--- src/rtl/rover_pkg.sv ---
// Shared rover definitions: FSM state codes, bridge direction codes and small helpers.
// Used by the motor path and the rover top level.
package rover_pkg;

   typedef enum logic [2:0] {
      StIdle  = 3'd0,
      StFwd   = 3'd1,
      StBrake = 3'd2,
      StRev   = 3'd3,
      StTurn  = 3'd4
   } state_e;

   // {IN4,IN3,IN2,IN1}
   localparam logic [3:0] DirStop = 4'b0000;
   localparam logic [3:0] DirFwd  = 4'b0101;
   localparam logic [3:0] DirRev  = 4'b1010;
   localparam logic [3:0] DirTurn = 4'b1001;  // A forward, B reverse: pivot right

   function automatic logic [3:0] dir_of(state_e s);
      case (s)
         StFwd:   return DirFwd;
         StRev:   return DirRev;
         StTurn:  return DirTurn;
         default: return DirStop;
      endcase
   endfunction

   function automatic int unsigned max3(int unsigned a, int unsigned b, int unsigned c);
      int unsigned m;
      m = (a > b) ? a : b;
      return (m > c) ? m : c;
   endfunction

endpackage

--- src/rtl/rover_pwm.sv ---
// Free-running PWM: counter 0..PWM_PERIOD-1, registered output high while cnt < duty.
// duty >= PWM_PERIOD gives constant on, duty 0 constant off.
module rover_pwm #(
   parameter int unsigned PWM_PERIOD = 5000,
   parameter int unsigned DUTY_W     = $clog2(PWM_PERIOD + 1)
) (
   input  logic              clk,
   input  logic              rst,
   input  logic [DUTY_W-1:0] duty,
   output logic              pwm_o
);

   logic [DUTY_W-1:0] cnt_q, cnt_d;

   always_comb begin
      cnt_d = cnt_q + DUTY_W'(1);
      if (cnt_q == DUTY_W'(PWM_PERIOD - 1)) cnt_d = '0;
   end

   always_ff @(posedge clk) begin
      if (rst) begin
         cnt_q <= '0;
         pwm_o <= 1'b0;
      end else begin
         cnt_q <= cnt_d;
         pwm_o <= (cnt_q < duty);
      end
   end

endmodule

--- src/rtl/obstacle_avoid_ctrl.sv ---
// Obstacle-avoidance motor controller: synchronizes and debounces the proximity flag, then
// sequences FWD -> BRAKE -> REV -> BRAKE -> TURN -> FWD on the L298 bridge.
module obstacle_avoid_ctrl
   import rover_pkg::*;
#(
   parameter int unsigned CLK_HZ       = 100_000_000,
   parameter int unsigned DEBOUNCE_CYC = CLK_HZ / 200,
   parameter int unsigned STOP_CYC     = CLK_HZ / 10,
   parameter int unsigned REVERSE_CYC  = CLK_HZ / 2,
   parameter int unsigned TURN_CYC     = (CLK_HZ / 10) * 4,
   parameter int unsigned PWM_PERIOD   = CLK_HZ / 20_000,
   parameter int unsigned DUTY_FWD     = (PWM_PERIOD * 3) / 4,
   parameter int unsigned DUTY_TURN    = PWM_PERIOD / 2
) (
   input  logic       clk,
   input  logic       rst,
   input  logic       enable,
   input  logic       prox_near,
   output logic [3:0] motor_in,
   output logic [1:0] motor_en,
   output logic [2:0] state_o,
   output logic       near_db
);

   localparam int unsigned DwellW = $clog2(max3(STOP_CYC, REVERSE_CYC, TURN_CYC)) + 1;
   localparam int unsigned DbW    = $clog2(DEBOUNCE_CYC + 1);
   localparam int unsigned DutyW  = $clog2(max3(PWM_PERIOD, DUTY_FWD, DUTY_TURN) + 1);

   // Synchronizer and debouncer
   logic [1:0]     sync_q;
   logic [DbW-1:0] db_cnt_q, db_cnt_d;
   logic           near_db_q, near_db_d;

   always_comb begin
      db_cnt_d  = '0;
      near_db_d = near_db_q;
      if (sync_q[1] != near_db_q) begin
         if (db_cnt_q == DbW'(DEBOUNCE_CYC - 1)) near_db_d = sync_q[1];
         else                                    db_cnt_d  = db_cnt_q + DbW'(1);
      end
   end

   always_ff @(posedge clk) begin
      if (rst) begin
         sync_q    <= 2'b00;
         db_cnt_q  <= '0;
         near_db_q <= 1'b0;
      end else begin
         sync_q    <= {sync_q[0], prox_near};
         db_cnt_q  <= db_cnt_d;
         near_db_q <= near_db_d;
      end
   end

   // FSM; after_q holds where BRAKE goes once its dwell expires
   state_e            state_q, state_d, after_q, after_d;
   logic [DwellW-1:0] dwell_q, dwell_d;
   logic [3:0]        motor_in_q, dir_d;
   logic [DutyW-1:0]  duty;
   logic              pwm;

   always_ff @(posedge clk) begin
      if (rst) begin
         state_q    <= StIdle;
         after_q    <= StRev;
         dwell_q    <= '0;
         motor_in_q <= DirStop;
      end else begin
         state_q    <= state_d;
         after_q    <= after_d;
         dwell_q    <= dwell_d;
         motor_in_q <= dir_d;
      end
   end

   always_comb begin
      state_d = state_q;
      after_d = after_q;
      dwell_d = dwell_q + DwellW'(1);
      case (state_q)
         StIdle: if (!near_db_q) state_d = StFwd;
         StFwd: begin
            if (near_db_q) begin
               state_d = StBrake;
               after_d = StRev;
            end
         end
         StBrake: if (dwell_q == DwellW'(STOP_CYC - 1)) state_d = after_q;
         StRev: begin
            if (dwell_q == DwellW'(REVERSE_CYC - 1)) begin
               state_d = StBrake;
               after_d = StTurn;
            end
         end
         StTurn: begin
            // Only place a fresh obstacle is honoured outside FWD
            if (dwell_q == DwellW'(TURN_CYC - 1)) begin
               if (!near_db_q) state_d = StFwd;
               else            dwell_d = '0;
            end
         end
         default: state_d = StIdle;
      endcase
      if (!enable) state_d = StIdle;
      if (state_d != state_q || state_d == StIdle || state_d == StFwd) dwell_d = '0;
   end

   // Outputs follow the next state so bridge, PWM and state code change on the same edge
   always_comb begin
      dir_d = dir_of(state_d);
      case (state_d)
         StFwd, StRev: duty = DutyW'(DUTY_FWD);
         StTurn:       duty = DutyW'(DUTY_TURN);
         default:      duty = '0;
      endcase
   end

   rover_pwm #(
      .PWM_PERIOD (PWM_PERIOD),
      .DUTY_W     (DutyW)
   ) u_pwm (
      .clk   (clk),
      .rst   (rst),
      .duty  (duty),
      .pwm_o (pwm)
   );

   assign motor_in = motor_in_q;
   assign motor_en = {2{pwm}};
   assign state_o  = state_q;
   assign near_db  = near_db_q;

endmodule
--- config.mk ---
export PLATFORM = sky130hd
export DESIGN_NAME = obstacle_avoid_ctrl
export DESIGN_NICKNAME = d
export VERILOG_FILES = /design/src/rtl/rover_pkg.sv /design/src/rtl/rover_pwm.sv /design/src/rtl/obstacle_avoid_ctrl.sv
export SDC_FILE = /design/constraint.sdc
export NUM_CORES = 1
export LEC_CHECK = 0
export ABC_AREA = 1
export BUFFER_PORTS_ARGS = -buffer_cell sky130_fd_sc_hd__buf_2
export CAP_MARGIN = 20
export CORE_MARGIN = 4
export CORE_UTILIZATION = 30
export CTS_BUF_LIST = sky130_fd_sc_hd__clkbuf_8 sky130_fd_sc_hd__clkbuf_16
export DETAILED_ROUTE_END_ITERATION = 10
export SYNTH_ARGS = -nofsm -noshare
export SYNTH_HDL_FRONTEND = slang
export SYNTH_SLANG_ARGS = --single-unit
--- constraint.sdc ---
create_clock -name clk -period 2.51 [get_ports clk]
set_input_delay 0.251 -clock clk [delete_from_list [all_inputs] [get_ports clk]]
set_output_delay 0.251 -clock clk [all_outputs]
set_load 0.01 [all_outputs]
==> Yosys cells after proc, flatten, opt, wreduce, memory -nomap -nowiden <==
Index checks and enable logic that the tools add are counted.
{ "classes": {"add_sub_neg": 3, "mul": 0, "n_div": 0, "magnitude_cmp": 1, "eq_ne": 16, "shifts": 0, "muxes": 15, "n_bitwise": 1, "reduce_logical": 11} }
{ "ops": {"columns": ["op", "n"], "rows": [
  ["27-bit two-way mux", 3],
  ["27-bit by 26-bit == test with 1-bit output (second input constant)", 2],
  ["27-bit by 1-bit adder with 27-bit output (second input constant)", 1],
  ["27-bit by 24-bit == test with 1-bit output (second input constant)", 1],
  ["3-bit two-way mux", 8],
  ["12-bit case mux with 2 select lines", 1],
  ["19-bit by 1-bit adder with 19-bit output (second input constant)", 1],
  ["19-bit == test (second input constant)", 1],
  ["3-bit case mux with 5 select lines", 1],
  ["13-bit by 1-bit adder with 13-bit output (second input constant)", 1],
  ["13-bit == test (second input constant)", 1],
  ["13-bit by 12-bit < comparator with 1-bit output", 1],
  ["4-bit case mux with 3 select lines", 1],
  ["3-bit by 2-bit == test with 1-bit output (second input constant)", 3],
  ["3-bit by 1-bit == test with 1-bit output (second input constant)", 2],
  ["3-bit == test (second input constant)", 2],
  ["3-bit logical NOT", 2],
  ["3-bit case mux with 2 select lines", 1],
  ["2-bit OR reduction", 3],
  ["2-bit inequality test (second input constant)", 2],
  ["3-bit inequality test", 1],
  ["3-bit AND reduction", 1],
  ["3-bit OR reduction", 1],
  ["1-bit logical OR", 2],
  ["4 further kinds", 4]
]} }
{ "totals": {"reg_bits": 73, "latchBits": 0, "ram_bits": 0, "romBits": 0, "in_bits": 4, "output_inout_bits": 10, "wordCells": 56, "n_memories": 0} }

==> Logic depth before layout (Yosys ltp) <==
{ "depth": {"ltp_word": 8, "ltp_mapped": 19, "mapped_depth_nobuf": 19} }

==> By module <==
A second synthesis with hierarchy kept.
{ "unflattened": {"cells_unflattened": 584, "hier_area_um2": 4222.8} }
{ "by_module_without_submodules": {"columns": ["module", "n_inst", "cells_each", "area_each_um2", "seq_area_each_um2"], "rows": [
  ["obstacle_avoid_ctrl", 1, 433, 3208.1, 1161.1],
  ["rover_pwm", 1, 151, 1014.7, 280.3]
]} }

==> Worst setup path before layout <==
OpenSTA, ideal clock, no wires.
{ "synth_path": {"kind": "reg2reg", "startpoint": "register dwell_q[0]", "endpoint": "register u_pwm.pwm_o", "setup_ns": 0.070, "arrival_time_ns": 2.351, "t_required_ns": 2.440, "setup_slack_ns": 0.089, "path_stages_with_launch": 19, "n_path_buf": 0, "path_cell_list": "dfxtp_1 > ha_1 > nand3_2 > inv_2 > nand2_1 > nor2_1 > nand2_2 > a21oi_4 > nand3_4 > nand2_2 > nand3_1 > nand2_1 > inv_1 > ha_1 > nand2_1 > nor2_1 > a211oi_1 > o221ai_1 > a21oi_1"} }
{ "synth_via": {"elab_chain_cells": 8, "elab_cells_between_ends": 14, "cone_classes": "order compare (1); eq/ne (6); mux (6); reduce/logical (1)"} }
{ "synth_lines": {"columns": ["element", "line", "rtl"], "rows": [
  ["start, declared", "obstacle_avoid_ctrl.sv:57", "logic [DwellW-1:0] dwell_q, dwell_d;"],
  ["start signal, assigned", "obstacle_avoid_ctrl.sv:71", "dwell_q <= dwell_d;"],
  ["27-bit by 26-bit == test with 1-bit output (tied with other cells)", "obstacle_avoid_ctrl.sv:97", "if (dwell_q == DwellW'(TURN_CYC - 1)) begin"],
  ["3-bit two-way mux, on equally long branches", "obstacle_avoid_ctrl.sv:97, obstacle_avoid_ctrl.sv:88, obstacle_avoid_ctrl.sv:90", null],
  ["3-bit case mux with 5 select lines (*)", "obstacle_avoid_ctrl.sv:80", "case (state_q)"],
  ["3-bit two-way mux (*)", "obstacle_avoid_ctrl.sv:104", "if (!enable) state_d = StIdle;"],
  ["3-bit by 1-bit == test with 1-bit output or 3-bit by 2-bit == test with 1-bit output (tied branches)", "obstacle_avoid_ctrl.sv:111", "case (state_d)"],
  ["2-bit OR reduction", "obstacle_avoid_ctrl.sv:111", null],
  ["12-bit case mux with 2 select lines (*)", "obstacle_avoid_ctrl.sv:111", null],
  ["13-bit by 12-bit < comparator with 1-bit output (*)", "rover_pwm.sv:26", "pwm_o <= (cnt_q < duty);"],
  ["end signal, assigned", "rover_pwm.sv:26", null],
  ["end, declared", "rover_pwm.sv:10", "output logic pwm_o"]
]} }
Mark *: on every way between the ends. The rest lies on a longest branch, timed or not.
A chain may end at the register's enable or synchronous reset.

==> Worst setup path after layout <==
Same ends and word-level chain as after synthesis.

==> key figures <==
Floorplan
  • Starting Density: 30.60%
  • Site row count: 42
  • Num ports: 14
  • Die height: 124.2 um
  • Die Footprint: 0.01543 mm2
  • Die X-Extent: 124.2 um
  • Core ar.: 0.01324 mm2

GRT
  • Gr busiest metal: met2
  • All-Layer GR Usage: 11.69%
  • Global-route wire length before repair: 15270 um
  • GR Util met2: 20.77%
  • Largest net degree at the start of global routing: 28
  • Initial antenna violation count: 0
  • Vias in the first global route: 3497
  • Gr ovfl total: 0
  • Met1 usage: 13.63%
  • Grt met3 use: 3.995%

Routing
  • Drt pass-1 iters: 4
  • WL per Instance: 11.29 um
  • Routed vias: 3645
  • Detailed Route WL: 8932 um
  • Final ANT Viol Nets: 0
  • Post-route DRC: 0
  • Starting DRT DRC Count: 134
  • Vias per inst: 4.608

Clock network
  • Clk_lat worst skew: 0.34 ns
  • CTS root buffer: clkbuf_16
  • Hold_buf cts: 0
  • CTS Buffer Depth: 2
  • TritonCTS clock tree: built
  • Cts bufs inserted: 9
  • CTS sink cnt: 72
  • Reg clk slew, reported paths: 0.06 ns
  • CTS HTree Levels: 3

Placed design
  • Pre-CTS WS: -0.1016 ns
  • Hpwl dp: 6643 um
  • DP Area: 0.004473 mm2
  • DP Cell Count: 765
  • PortBufs: 13
  • GPL Wtd Cong: 0.8795

Finish
  • Area Overhead vs Synth: 24.33%
  • Share of cells above drive strength 1: 25.37%
  • Cell Count, Final, Fillers Out: 791
  • Finished Cell Area: 0.005039 mm2
  • Layout Nets: 626
  • Ant. Diodes: 0

Worst setup path
  • CP Launch Type: flop
  • Worst path top cell family by delay: simple AND/OR/NAND/NOR gates
  • Arr. time, crit path: 2.73 ns
  • Crit Path Class: flop to flop
  • Sum of buffers and inverters on the critical path: 2
  • Slowest-stage cell, CP: dfxtp_2
  • CP required: 2.78 ns
  • Critical path, cell by cell: ha_4, nand3_4, inv_4, nand2_2, nor2_4, nand4_1, nand3_4, nand2_4, nand3_4, nand2_2, inv_2, ha_4, nand2_2, nor2_1, a211oi_1, o221ai_1, a21oi_1
  • Crit-path max FO: 5
  • CP endpoint kind: flop
  • Crit-path max cell delay: 0.35 ns

Timing
  • Worst setup margin: 0.05120 ns
  • Final hold vios: 0
  • Unrepaired setup endpoints after global routing: true
  • Worst-Margin Slew: 0.5752 ns
  • Final max-slew violation count: 0
  • Relative slew slack: 61.30%
  • Clock skew: 0.007220 ns
  • Final setup viols: 0
  • Share of the clock period used by the worst path: 97.96%
  • Crit path time final: 2.459 ns
  • Fmax achieved: 406.7 MHz

Synthesis
  • Mapped Cells: 557
  • Synth Flop Type: dfxtp_1
  • Mean Syn Cell Area: 7.276 um2
  • Post-synth ARST share: 0%
  • Top-count cell post-synth: nand2_1
  • List of most frequent post-synthesis cells: 93 x nand2_1, 81 x nor2_1, 73 x inv_1
  • Most area-consuming cells after synthesis: dfxtp_1 36%, nand2_1 8.6%, nor2_1 7.5%
  • Netlist Area Pre-Place: 0.004053 mm2
  • Number of flops mapped to enable cells by yosys: 0
  • Syn. warnings: 0
  • Fraction of the yosys area taken by sequential cells: 35.57%
  • Top cell type's share of synthesized area: 35.57%
  • Synth area leader: dfxtp_1
  • FF+latch count, synth: 72
  • Yosys cell types: 39
  • Syn Nets: 572

Run
  • Max-Cap Viols: 0

Power
  • Pwr dens: 499.9 mW/mm2
  • Leak: 0.001839 uW
  • Highest ir drop seen on vdd: 0.4068 mV

Hold path
  • Hold Crit Class: input pin to flop

Outcome
  • Status: finished, final reports clean
worst paths after layout:
check,startpoint,to,slack [ns],cells past startpoint
max,dwell_q[0],u_pwm.pwm_o,0.05,17
min,prox_near,sync_q[0],0.14,3
max reg2reg,dwell_q[0],u_pwm.pwm_o,0.05,17
min reg2reg,sync_q[0],sync_q[1],0.40,2
through the flow:
| step | hold WS, ns | util, % | power, uW | TNS [ns] |
|---|---|---|---|---|
| floorplan | 0.3580 | - | 1247 | 0 |
| global placement | 0.3976 | 33.78 | 1264 | 0 |
| detailed placement | 0.3944 | 33.78 | 1266 | -0.1016 |
| CTS | 0.1202 | 36.77 | 2565 | 0 |
| global route | 0.1289 | 38.05 | 2623 | -0.1475 |
| finish | 0.1361 | 38.05 | 2519 | 0 |
worst reg2reg max path: stages, from the launching register on:
cell and delay, ns:
dfxtp_2 0.35, ha_4 0.15, nand3_4 0.09, inv_4 0.08, nand2_2 0.07, nor2_4 0.14, nand4_1 0.18, nand3_4 0.19
nand2_4 0.07, nand3_4 0.09, nand2_2 0.07, inv_2 0.08, ha_4 0.20, nand2_2 0.07, nor2_1 0.05, a211oi_1 0.24
o221ai_1 0.16, a21oi_1 0.12
power breakdown:
| part | internal, uW | switching, uW | total (uW) | leakage (uW) |
|---|---|---|---|---|
| Clock | 768 | 506 | 1270 | 0.000134 |
| Sequential | 1150 | 6.38 | 1160 | 0.000589 |
| Combinational | 30.7 | 56.2 | 86.9 | 0.00112 |
| Total | 1950 | 568 | 2520 | 0.00184 |
cells in the final DEF (no fill, tap or decap), types with 2 or more instances in the layout:
cell type / count
buf_4: 38
inv_1: 71
xnor2_1: 2
a21oi_1: 21
nor2_2: 7
clkbuf_16: 9
o211ai_1: 3
ha_1: 7
o21ai_2: 2
nand2_1: 87
clkinvlp_4: 3
xor2_1: 19
nand2_2: 11
a31oi_1: 3
dfxtp_2: 11
nor2_4: 25
dfxtp_1: 60
nor3b_1: 4
nand3_1: 29
buf_2: 13
o21ai_0: 16
nand3_2: 2
nand4_1: 20
nor4_1: 9
nor3_1: 29
nor2_1: 71
or2_2: 5
o21a_1: 2
ha_4: 4
inv_2: 7
nand3_4: 4
nand2_4: 4
cell families after synthesis:
kind of cell               after synthesis  share of synthesized area [%]
adders and majority gates               11                          3.396
DFF                                     72                          35.57
xor gates and xnor gates                21                          4.539
AOI/OAI and AO/OA                       54                          7.719
buffers and inverters                   88                          9.169
and+or+nand+nor                        311                          39.61
sequential cells by signal, indices dropped and copies added (netlist names):
register,flops
u_pwm.cnt_q,13
state_o,3
db_cnt_q,19
u_pwm.pwm_o,1
sync_q,2
dwell_q,27
near_db,1
after_q,2
motor_in,4
routing by layer:
layer  up-vias  wire, um
met5         -         0
met2        36      4423
met4         0        84
met1      1681      4140
li1       1921         -
met3         7       284
what timing repair did:
action / CTS / global route
endpoints found under the setup margin: 1 / 1
setup buffers: 9 / 2
pin swaps: 3 / 14
resized for setup: 10 / 42
area by class of cell:
type	count	area [um2]
flip-flops and latches	72	1459
clock inverters	6	70.07
well taps	176	220.2
clock buffers	9	225.2
inverters	79	299.0
repair buffers	52	361.6
fillers	1400	8204
multi-input cells	397	2404
Power figures use the tool's default switching activity.
